### src/rtl/microtile_pkg.sv
// Shared types and constants for the microtile exerciser: FSM states,
// signature geometry and the MSB-first CRC-16 byte update.
package microtile_pkg;

    localparam int unsigned SIG_W       = 16;
    localparam int unsigned NUM_VECTORS = 256;

    localparam logic [SIG_W-1:0] DEFAULT_POLY = 16'h1021;
    localparam logic [SIG_W-1:0] DEFAULT_INIT = 16'hFFFF;

    typedef enum logic [1:0] {
        IDLE,
        SETTLE,
        SAMPLE,
        DONE
    } state_t;

    // Non-reflected CRC, data MSB first, no final XOR.
    function automatic logic [SIG_W-1:0] crc_byte(
        input logic [SIG_W-1:0] sig,
        input logic [7:0]       data,
        input logic [SIG_W-1:0] poly
    );
        logic [SIG_W-1:0] s;
        logic [7:0]       d;
        logic             fb;
        s = sig;
        d = data;
        for (int unsigned i = 0; i < 8; i++) begin
            fb = s[SIG_W-1] ^ d[7];
            s  = {s[SIG_W-2:0], 1'b0} ^ (fb ? poly : '0);
            d  = {d[6:0], 1'b0};
        end
        return s;
    endfunction

endpackage

### src/rtl/crc16_byte_step.sv
// Combinational one-byte CRC-16 signature update.
module crc16_byte_step
    import microtile_pkg::*;
#(
    parameter logic [SIG_W-1:0] POLY = DEFAULT_POLY
) (
    input  logic [SIG_W-1:0] sig,
    input  logic [7:0]       data,
    output logic [SIG_W-1:0] next_sig
);

    always_comb begin
        next_sig = crc_byte(sig, data, POLY);
    end

endmodule

### src/rtl/microtile_exerciser.sv
// Drives all 256 ui_in vectors into a microtile, samples uo_out after a
// programmable settle time, streams the samples and signs them with a CRC-16.
module microtile_exerciser
    import microtile_pkg::*;
#(
    parameter int               SETTLE_CYCLES = 2,
    parameter logic [SIG_W-1:0] SIG_POLY      = DEFAULT_POLY,
    parameter logic [SIG_W-1:0] SIG_INIT      = DEFAULT_INIT
) (
    input  logic             clk,
    input  logic             rst,
    input  logic             start,
    input  logic [SIG_W-1:0] expected_sig,
    input  logic [7:0]       uo_out,
    output logic [7:0]       ui_in,
    output logic             busy,
    output logic             done,
    output logic             pass,
    output logic [SIG_W-1:0] signature,
    output logic             cap_valid,
    output logic [7:0]       cap_idx,
    output logic [7:0]       cap_data
);

    if (SETTLE_CYCLES < 1 || SETTLE_CYCLES > 255) begin : g_bad_settle
        $error("SETTLE_CYCLES must be in 1..255");
    end

    localparam logic [7:0] SETTLE_LAST = 8'(SETTLE_CYCLES - 1);
    localparam logic [7:0] LAST_VEC    = 8'(NUM_VECTORS - 1);

    state_t           state, state_nxt;
    logic [7:0]       vec;
    logic [7:0]       cnt;
    logic [SIG_W-1:0] exp_q;
    logic [SIG_W-1:0] sig_nxt;

    crc16_byte_step #(.POLY(SIG_POLY)) u_crc (
        .sig      (signature),
        .data     (uo_out),
        .next_sig (sig_nxt)
    );

    always_comb begin
        state_nxt = state;
        case (state)
            IDLE, DONE: if (start) state_nxt = SETTLE;
            SETTLE:     if (cnt == SETTLE_LAST) state_nxt = SAMPLE;
            SAMPLE:     state_nxt = (vec == LAST_VEC) ? DONE : SETTLE;
            default:    state_nxt = IDLE;
        endcase
    end

    always_ff @(posedge clk) begin
        if (rst) begin
            state <= IDLE;
        end else begin
            state <= state_nxt;
        end
    end

    always_ff @(posedge clk) begin
        if (rst) begin
            vec       <= '0;
            cnt       <= '0;
            exp_q     <= '0;
            ui_in     <= '0;
            busy      <= 1'b0;
            done      <= 1'b0;
            pass      <= 1'b0;
            signature <= SIG_INIT;
            cap_valid <= 1'b0;
            cap_idx   <= '0;
            cap_data  <= '0;
        end else begin
            cap_valid <= 1'b0;
            case (state)
                IDLE, DONE: begin
                    if (start) begin
                        vec       <= '0;
                        cnt       <= '0;
                        ui_in     <= '0;
                        signature <= SIG_INIT;
                        exp_q     <= expected_sig;
                        busy      <= 1'b1;
                        done      <= 1'b0;
                        pass      <= 1'b0;
                    end
                end
                SETTLE: cnt <= cnt + 8'd1;
                SAMPLE: begin
                    signature <= sig_nxt;
                    cap_valid <= 1'b1;
                    cap_data  <= uo_out;
                    cap_idx   <= vec;
                    // pass compares the post-update signature so it is valid with done
                    if (vec == LAST_VEC) begin
                        busy <= 1'b0;
                        done <= 1'b1;
                        pass <= (sig_nxt == exp_q);
                    end else begin
                        vec   <= vec + 8'd1;
                        ui_in <= vec + 8'd1;
                        cnt   <= '0;
                    end
                end
                default: ;
            endcase
        end
    end

endmodule
### config.mk
export PLATFORM = sky130hd
export DESIGN_NAME = microtile_exerciser
export DESIGN_NICKNAME = d
export VERILOG_FILES = /design/src/rtl/microtile_pkg.sv /design/src/rtl/crc16_byte_step.sv /design/src/rtl/microtile_exerciser.sv
export SDC_FILE = /design/constraint.sdc
export NUM_CORES = 1
export LEC_CHECK = 0
export ABC_AREA = 1
export CORE_MARGIN = 1
export CORE_UTILIZATION = 47
export CTS_CLUSTER_DIAMETER = 60
export CTS_CLUSTER_SIZE = 40
export DETAILED_ROUTE_END_ITERATION = 8
export PLACE_DENSITY = 0.76
export SLEW_MARGIN = 20
export SYNTH_ARGS = -nofsm -noshare
export SYNTH_HDL_FRONTEND = slang
export SYNTH_SLANG_ARGS = --single-unit
### constraint.sdc
create_clock -name clk -period 1.6 [get_ports clk]
set_input_delay 0.32 -clock clk [delete_from_list [all_inputs] [get_ports clk]]
set_output_delay 0.32 -clock clk [all_outputs]
set_load 0.01 [all_outputs]
* Word level (Yosys, flattened, before mapping)
Cells that the tools add are included.
Cells by class: $mul 0, muxes and demuxes 28, div/mod/pow operators 0, add/sub/neg operators 2, equality and inequality tests 10, magnitude comparators 0, bitwise operators 16, shift-type cells 0, reduce and logical (&&, ||, !) cells 9
Operator list (count):
- bitwise XOR 16 bit | 8
- two-way mux 13 bit | 8
- one-hot mux 16 bit (2 select lines) | 1
- two-way mux 8 bit | 3
- one-hot mux 8 bit (3 select lines) | 1
- adder 8 x 1 -> 8 bit, second input constant | 2
- == test 16 bit | 1
- two-way mux 16 bit | 1
- one-hot mux 8 bit (2 select lines) | 1
- == test 8 x 1 -> 1 bit, second input constant | 1
- == test 8 bit, second input constant | 1
- inequality test 2 bit, second input constant | 4
- AND reduction 2 bit | 4
- bitwise XOR 1 bit | 8
- two-way mux 1 bit | 6
- two-way mux 2 bit | 3
- one-hot mux 1 bit (2 select lines) | 3
- one-hot mux 2 bit (3 select lines) | 1
- AND reduction 3 bit | 2
- == test 2 bit, second input constant | 2
- == test 2 x 1 -> 1 bit, second input constant | 1
- zero test 2 bit | 1
- nonzero test 2 bit | 1
- OR reduction 2 bit | 1
Storage, ports and cells: latch bits 0, memories kept 0, bits in writable memories 0, register bits 70, output and inout port bits 44, bits in read-only memories 0, input port bits 27

* Longest topological paths before layout
Gate-level depths: netlist (run 1).
depth after elaboration 27, gate-level depth with buffers 15, gate-level depth less buffers 15

* Hierarchy
A second synthesis (run 1) with hierarchy kept.
Unflattened totals: cells, all modules 541, area total of the unflattened synthesis 3514.6 µm²
By module, submodules not included:
- microtile_exerciser | area each 3044.2 µm², sequential area each 1401.3 µm², cells an instance 433, times used 1
- crc16_byte_step | area each 470.5 µm², sequential area each 0.0 µm², cells an instance 108, times used 1

* Worst setup path after synthesis (run 1)
Ideal clock, no wire load.
path kind reg-to-reg, from register state[0], to register pass, cell stages (with the launch flop) 15, setup slack -0.126 ns, clock period less this slack 1.726 ns, data arrival time 1.661 ns, setup time 0.065 ns, path buffers 0, cell sequence dfxtp_1 > inv_1 > ha_1 > inv_2 > or2_4 > nand2_2 > nor2_4 > nand2_1 > nor2_1 > nand2_1 > nor2_1 > nand2_1 > nor2_1 > nor2_1 > nor2_1
Between the ends: word-level cells in the longest chain between the ends 4, elaborated cells on any way between the ends 9
Ends and longest elaborated chain:
- from (decl) | line microtile_exerciser.sv:32 | state_t state, state_nxt;
- from (signal assigned) | line microtile_exerciser.sv:58 | state <= state_nxt;
- == test 2 bit / zero test 2 bit (equally long branches) | line microtile_exerciser.sv:77 | case (state)
- OR reduction 2 bit | line microtile_exerciser.sv:77
- inequality test 2 bit (no line) / nonzero test 2 bit (equally long branches)
- AND reduction 3 bit (no line)
- to (signal assigned) | line microtile_exerciser.sv:100 | pass <= (sig_nxt == exp_q);
- to (decl) | line microtile_exerciser.sv:18 | output logic pass,
Several ways; a longest one is shown, not always the timed one. A chain may end at the register's enable or synchronous reset.

* Worst setup path in the final report (run 1)
from register state[0], to register cnt[4]
Between the ends: word-level cells in the longest chain between the ends 4, elaborated cells on any way between the ends 9
Ends and longest elaborated chain:
- == test 2 bit / zero test 2 bit (equally long branches) | line microtile_exerciser.sv:77
- OR reduction 2 bit | line microtile_exerciser.sv:77
- inequality test 2 bit (no line)
- AND reduction 2 bit (no line)
- to (signal assigned) | line microtile_exerciser.sv:90 | SETTLE: cnt <= cnt + 8'd1;
- to (decl) | line microtile_exerciser.sv:34 | logic [7:0] cnt;
Several ways; a longest one is shown, not always the timed one.

==> results of run 1 <==
kinds of logic (layout without fill, tap and decap cells):
group / count (synthesis) / count (layout) / synth area share [%]
simple gates: 235 / 235 / 31.45
compound gates: 107 / 107 / 16.60
buf+inv: 83 / 215 / 8.970
flops: 70 / 70 / 39.39
fa+ha+maj: 6 / 6 / 2.110
xor+xnor: 6 / 6 / 1.478
cells in the final DEF, fill, tap and decap left out, types with 17 or more instances in the layout:
cell type	n
buf_4	58
dfxtp_2	17
dfxtp_1	52
dlymetal6s2s_1	21
nand2_1	122
nor2_1	28
nand3_1	35
o21ai_0	37
nand2_2	19
inv_1	52
a21oi_1	40
clkdlybuf4s50_1	36
stage by stage:
step | instance area [µm²] | hold slack [ns]
4_1_cts | 5055 | 0.4749
5_1_grt | 5254 | 0.3917
6_report | 5254 | 0.3695
3_3_place_gp | 4771 | 0.4534
2_1_floorplan | 3575 | 0.4441
3_5_place_dp | 4771 | 0.4645
state kept, by name, summed over array words and instances (netlist names):
signal,count
busy,1
state,2
cap_idx,8
cap_valid,1
vec,8
signature,16
cnt,8
done,1
pass,1
cap_data,8
exp_q,16
power by group:
group / leakage (µW) / internal [µW] / switching, µW
Clock: 0.000116 / 1040 / 723
Combinational: 0.00186 / 827 / 1020
Sequential: 0.000567 / 1950 / 128
final timing paths:
check,end,slack [ns]
setup / recovery,cnt[4],-0.006
hold / removal,cap_data[1],0.37
hold reg to reg,exp_q[12],0.47
setup reg to reg,cnt[4],-0.006
area by class of cell:
class | instances | area (µm²)
Clock buffer | 9 | 123.9
Sequential cell | 70 | 1426
Clock inverter | 7 | 122.6
Fill cell | 584 | 2038
Timing Repair Buffer | 131 | 1215
Multi-Input combinational cell | 354 | 1979
Tap cell | 99 | 123.9
Inverter | 68 | 262.8
worst register-to-register path, stage by stage (launching register included):
cell	delay, ns
dfxtp_2	0.34
inv_2	0.05
ha_4	0.27
inv_2	0.03
or2_4	0.26
buf_6	0.13
nand2_8	0.08
o21ai_4	0.09
inv_2	0.10
nand2_1	0.05
a2bb2oi_1	0.15
metal layers:
layer | wire (µm) | vias up | GRT usage, %
li1 | - | 1901 | -
met1 | 4147 | 1762 | 29.74
met2 | 5188 | 114 | 46.50
met3 | 494 | 26 | 4.247
met4 | 242 | 0 | 12.12
met5 | 0 | - | 0
timing repair:
item                                    4_1_cts  5_1_grt
endpoints found under the setup margin       32       28
pin swaps                                     2       17
cloned                                        0        0
setup buffers                                 0        5
gates resized for setup                      33       55
==> impl_metrics.tcl, run 1 <==
set metrics [dict create \
    stdcell_count 738 \
    cts_max_path_buffers 2 \
    yosysMostFrequentCell "nand2_1" \
    reg2regPathDepth 10 \
    cts_tree "built" \
    async_flop_share_pct 0 \
    cp.arrival_ns 1.88 \
    synth_area_um2 3557 \
    dieHeight_um 89.00 \
    viasPerCell 5.153 \
    core_area_um2 7292 \
    synthFlopType "dfxtp_1" \
    avgSynthCellArea_um2 7.016 \
    gr-usage-all-layers_pct 25.74 \
    violations "negative setup slack" \
    design_power_total_uw 5689 \
    finalCritPeriodShare_pct 100.4 \
    post-route-drc-count 0 \
    hp-class "in2reg" \
    setup_slack_ns -0.005831 \
    start_kind "flop" \
    run_status "finished with violations" \
    crit_family "simple AND/OR/NAND/NOR gates" \
    yosysUniqueCellTypes 36 \
    synth_top_cells_by_area "dfxtp_1, nand2_1, a21oi_1" \
    fin_nets 667 \
    first_global_vias 3584 \
    ant_nets 0 \
    clk_latency_ns 0.35 \
    cp-startpoint "state[0]" \
    grt_pass1_wl_um 15570 \
    overflow 0 \
    firstDrtPassIters 7 \
    clock_skew_ns 0.009982 \
    max_freq_mhz 622.7 \
    min_from "uo_out[1]" \
    cp_num_buf_inv 4 \
    synthCells 507 \
    place_hpwl_um 7185 \
    vias 3803 \
    yosys.area.top_type "dfxtp_1" \
    die-area_um2 7920 \
    io_buffers 70 \
    clock_sinks 70 \
    drt_iter0_markers 132 \
    finalCriticalPeriod_ns 1.606 \
    cts_made_buffers 9 \
    antenna_found_initial 0 \
    clk_pin_slew_ns 0.08 \
    max-cap-violations 0 \
    cp_common_cell "inv_2" \
    yosysWarnings 0 \
    tightest_slew_ns 0.6122 \
    die_w_um 89.00 \
    gp_congestion 0.8877 \
    drive_above_1_share_pct 26.13 \
    critPathSlowestCell "dfxtp_2" \
    timing.critical_path.cells "inv_2 > ha_4 > inv_2 > or2_4 > buf_6 > nand2_8 > o21ai_4 > inv_2 > nand2_1 > a2bb2oi_1" \
    hold_buffers 0 \
    path_class "reg2reg" \
    htree_levels 3 \
    yosysTopAreaCellShare_pct 39.40 \
    setup.worst_path.end_class "flop" \
    cp_num_cells 10 \
    synth_edf_count 0 \
    utilization_pct 72.05 \
    tns_ns -0.01165 \
    ir_drop_mv 0.9654 \
    hold_viol 0 \
    p_per_area_nw_per_um2 1083 \
    synthTopCellsByCount "nand2_1, dfxtp_1, inv_1" \
    ios 71 \
    crit_fanout 5 \
    rows 31 \
    cpPeakStageDelay_ns 0.34 \
    pre_cts_slack_ns -0.4689 \
    r2r-start "state[0]" \
    grt_max_degree 40 \
    wl_per_cell_um 13.65 \
    start_util_pct 48.78 \
    rsz0062_at_grt "true" \
    slew_viol_final 0 \
    root_buffer "clkbuf_8" \
    yosysSeqAreaShare_pct 39.40 \
    hold_depth 4 \
    p_leak_uw 0.002545 \
    dp_cells 717 \
    synth_seq_cells 70 \
    wirelength_um 10070 \
    slew_headroom_pct 58.87 \
    areaGrowthSynthToFinish_pct 47.70 \
    syn-num-nets 540 \
    required_ns 1.87 \
    antennaDiodeCount 0 \
    setup_viol 2 \
]
No activity file was read; power rests on OpenSTA's default activity.
==> run 2, diff against run 1 <==
Settings changed: CTS_CLUSTER_SIZE 40 to 12, SETUP_SLACK_MARGIN set to 0.1.
==> impl_metrics.tcl, run 2 (synthesis gave the netlist of run 1 again) <==
set metrics [dict create \
    tightest_slew_ns 0.3905 \
    final_cell_mix "nand2_1, dfxtp_1, buf_4" \
    fin_nets 678 \
    dp_cells 711 \
    setup_viol 14 \
    clock_skew_ns 0.01128 \
    ir_drop_mv 0.7853 \
    design_power_total_uw 5819 \
    setup_slack_ns -0.1675 \
    multi_input_area_um2 2163 \
    dieHeight_um 89.00 \
    start_kind "flop" \
    final_common_cell "nand2_1" \
    areaGrowthSynthToFinish_pct 53.68 \
    finalCriticalPeriod_ns 1.767 \
    num-fill-cells 565 \
    cp.arrival_ns 2.06 \
    vias 3955 \
    first_global_vias 3566 \
    run_status "finished with violations" \
    max_freq_mhz 565.8 \
    slew_headroom_pct 73.77 \
    p_comb_share_pct 39.5 \
    max-cap-violations 0 \
    required_ns 1.89 \
    p_per_area_nw_per_um2 1065 \
    grt_pass1_wl_um 16170 \
    wl_per_cell_um 15.03 \
    antennaDiodeCount 0 \
    slew_viol_final 0 \
    p_leak_uw 0.002616 \
    hold_viol 0 \
    hold_slack_ns 0.3919 \
    clk_latency_ns 0.35 \
    drt_iter0_markers 240 \
    start_util_pct 48.78 \
    cts_tree "built" \
    wirelength_um 11240 \
    clock_sinks 70 \
    regArea_um2 1419 \
    place_hpwl_um 7126 \
    pwr-share-seq_pct 35.9 \
    antenna_found_initial 0 \
    rsz0062_at_grt "true" \
    wl_met3_um 530 \
    clkPwrFrac_pct 24.6 \
    top_regs "exp_q (16), signature (16)" \
    gp_congestion 0.8786 \
    io_buffers 70 \
    violations "negative setup slack" \
    internal_power_uw 3755 \
    switching_power_uw 2064 \
    swShare_pct 35.47 \
    die_w_um 89.00 \
    root_buffer "clkbuf_8" \
    crit_fanout 3 \
    ios 71 \
    htree_levels 3 \
    firstDrtPassIters 5 \
    cts_made_buffers 9 \
    grt_max_degree 36 \
    gr-usage-all-layers_pct 26.71 \
    path_class "reg2reg" \
    setup.worst_path.end_class "flop" \
    dr_wl_met2_um 5895 \
    top_layer_used "met4" \
    viasPerCell 5.287 \
    cts_max_path_buffers 2 \
    post-route-drc-count 0 \
    overflow 0 \
    die-area_um2 7920 \
    hp-class "in2reg" \
    clk_pin_slew_ns 0.08 \
    ant_nets 0 \
    stdcell_count 748 \
    core_area_um2 7292 \
    tns_ns -1.183 \
    finalCritPeriodShare_pct 110.5 \
    drive_above_1_share_pct 31.43 \
    hold_buffers 0 \
    utilization_pct 74.97 \
    wl_met1_um 4534 \
    rows 31 \
]
## run 2: changes by cell type in the layout (fill, tap and decap cells not counted), sizes merged
cell and delta:
buf +10, bufinv -2, clkbuf +4, clkdlybuf4s50 -13
clkinv -2, dlygate4sd2 +32, dlymetal6s2s -19
## run 2: timing repair
action / in CTS / in global routing
gates resized for setup: 83 / 74
pin swaps: 10 / 35
endpoints found under the setup margin: 61 / 42
buffers inserted: 5 / 17
cloned: 0 / 1
## run 2: path summary, 6_finish.rpt
path / slack [ns] / cells after the start / endpoint / from
worst max-delay path: -0.17 / 11 / vec[5] / state[0]
worst min-delay path: 0.39 / 4 / cap_data[5] / uo_out[5]
worst max register to register: -0.17 / 11 / vec[5] / state[0]
worst min register to register: 0.47 / 2 / exp_q[0] / exp_q[0]
## run 2: per-layer routing
metal	vias to the layer above	track usage [%]
met3	32	3.970
li1	1917	-
met4	0	12.27
met5	-	0
met1	1875	30.64
met2	131	49.02
## run 2: through the flow
step / instance area, µm² / setup WS [ns]
after floorplan: 3602 / 0.03920
after global placement: 4750 / -0.4356
after detailed placement: 4750 / -0.4711
after CTS: 5037 / -0.07793
after global routing: 5466 / -0.2411
final: 5466 / -0.1675
## run 2: critical path, stage by stage (launching register included)
cell and delay, ns:
dfxtp_2 0.34, inv_2 0.05, ha_4 0.22, buf_6 0.12, buf_6 0.11, o21ai_4 0.20
nand2_4 0.12, nor2_4 0.14, buf_4 0.13, buf_4 0.10, nand2_1 0.06, a21oi_1 0.12
## run 2: cell type report
cell class | instances | share of cell area, %
multi-input cells | 354 | 39.57
clock inverters | 3 | 0.8240
clock buffers | 12 | 2.655
inverters | 68 | 4.990
well taps | 99 | 2.266
repair buffers | 142 | 23.74
flip-flops and latches | 70 | 25.96
## run 2: power by group through the flow
stage	sequential [µW]	combinational [µW]	clock, µW
finish	2090	2300	1430
global route	2110	2470	1510
CTS	2080	1770	1430
detailed placement	2110	1690	0
global placement	2100	1650	0
floorplan	2130	954	0
==> run 3, diff against run 2 <==
Settings changed: CAP_MARGIN set to 40.
==> results of run 3 <==
Same layout as run 2: the final DEF is identical, and so are final timing and power.
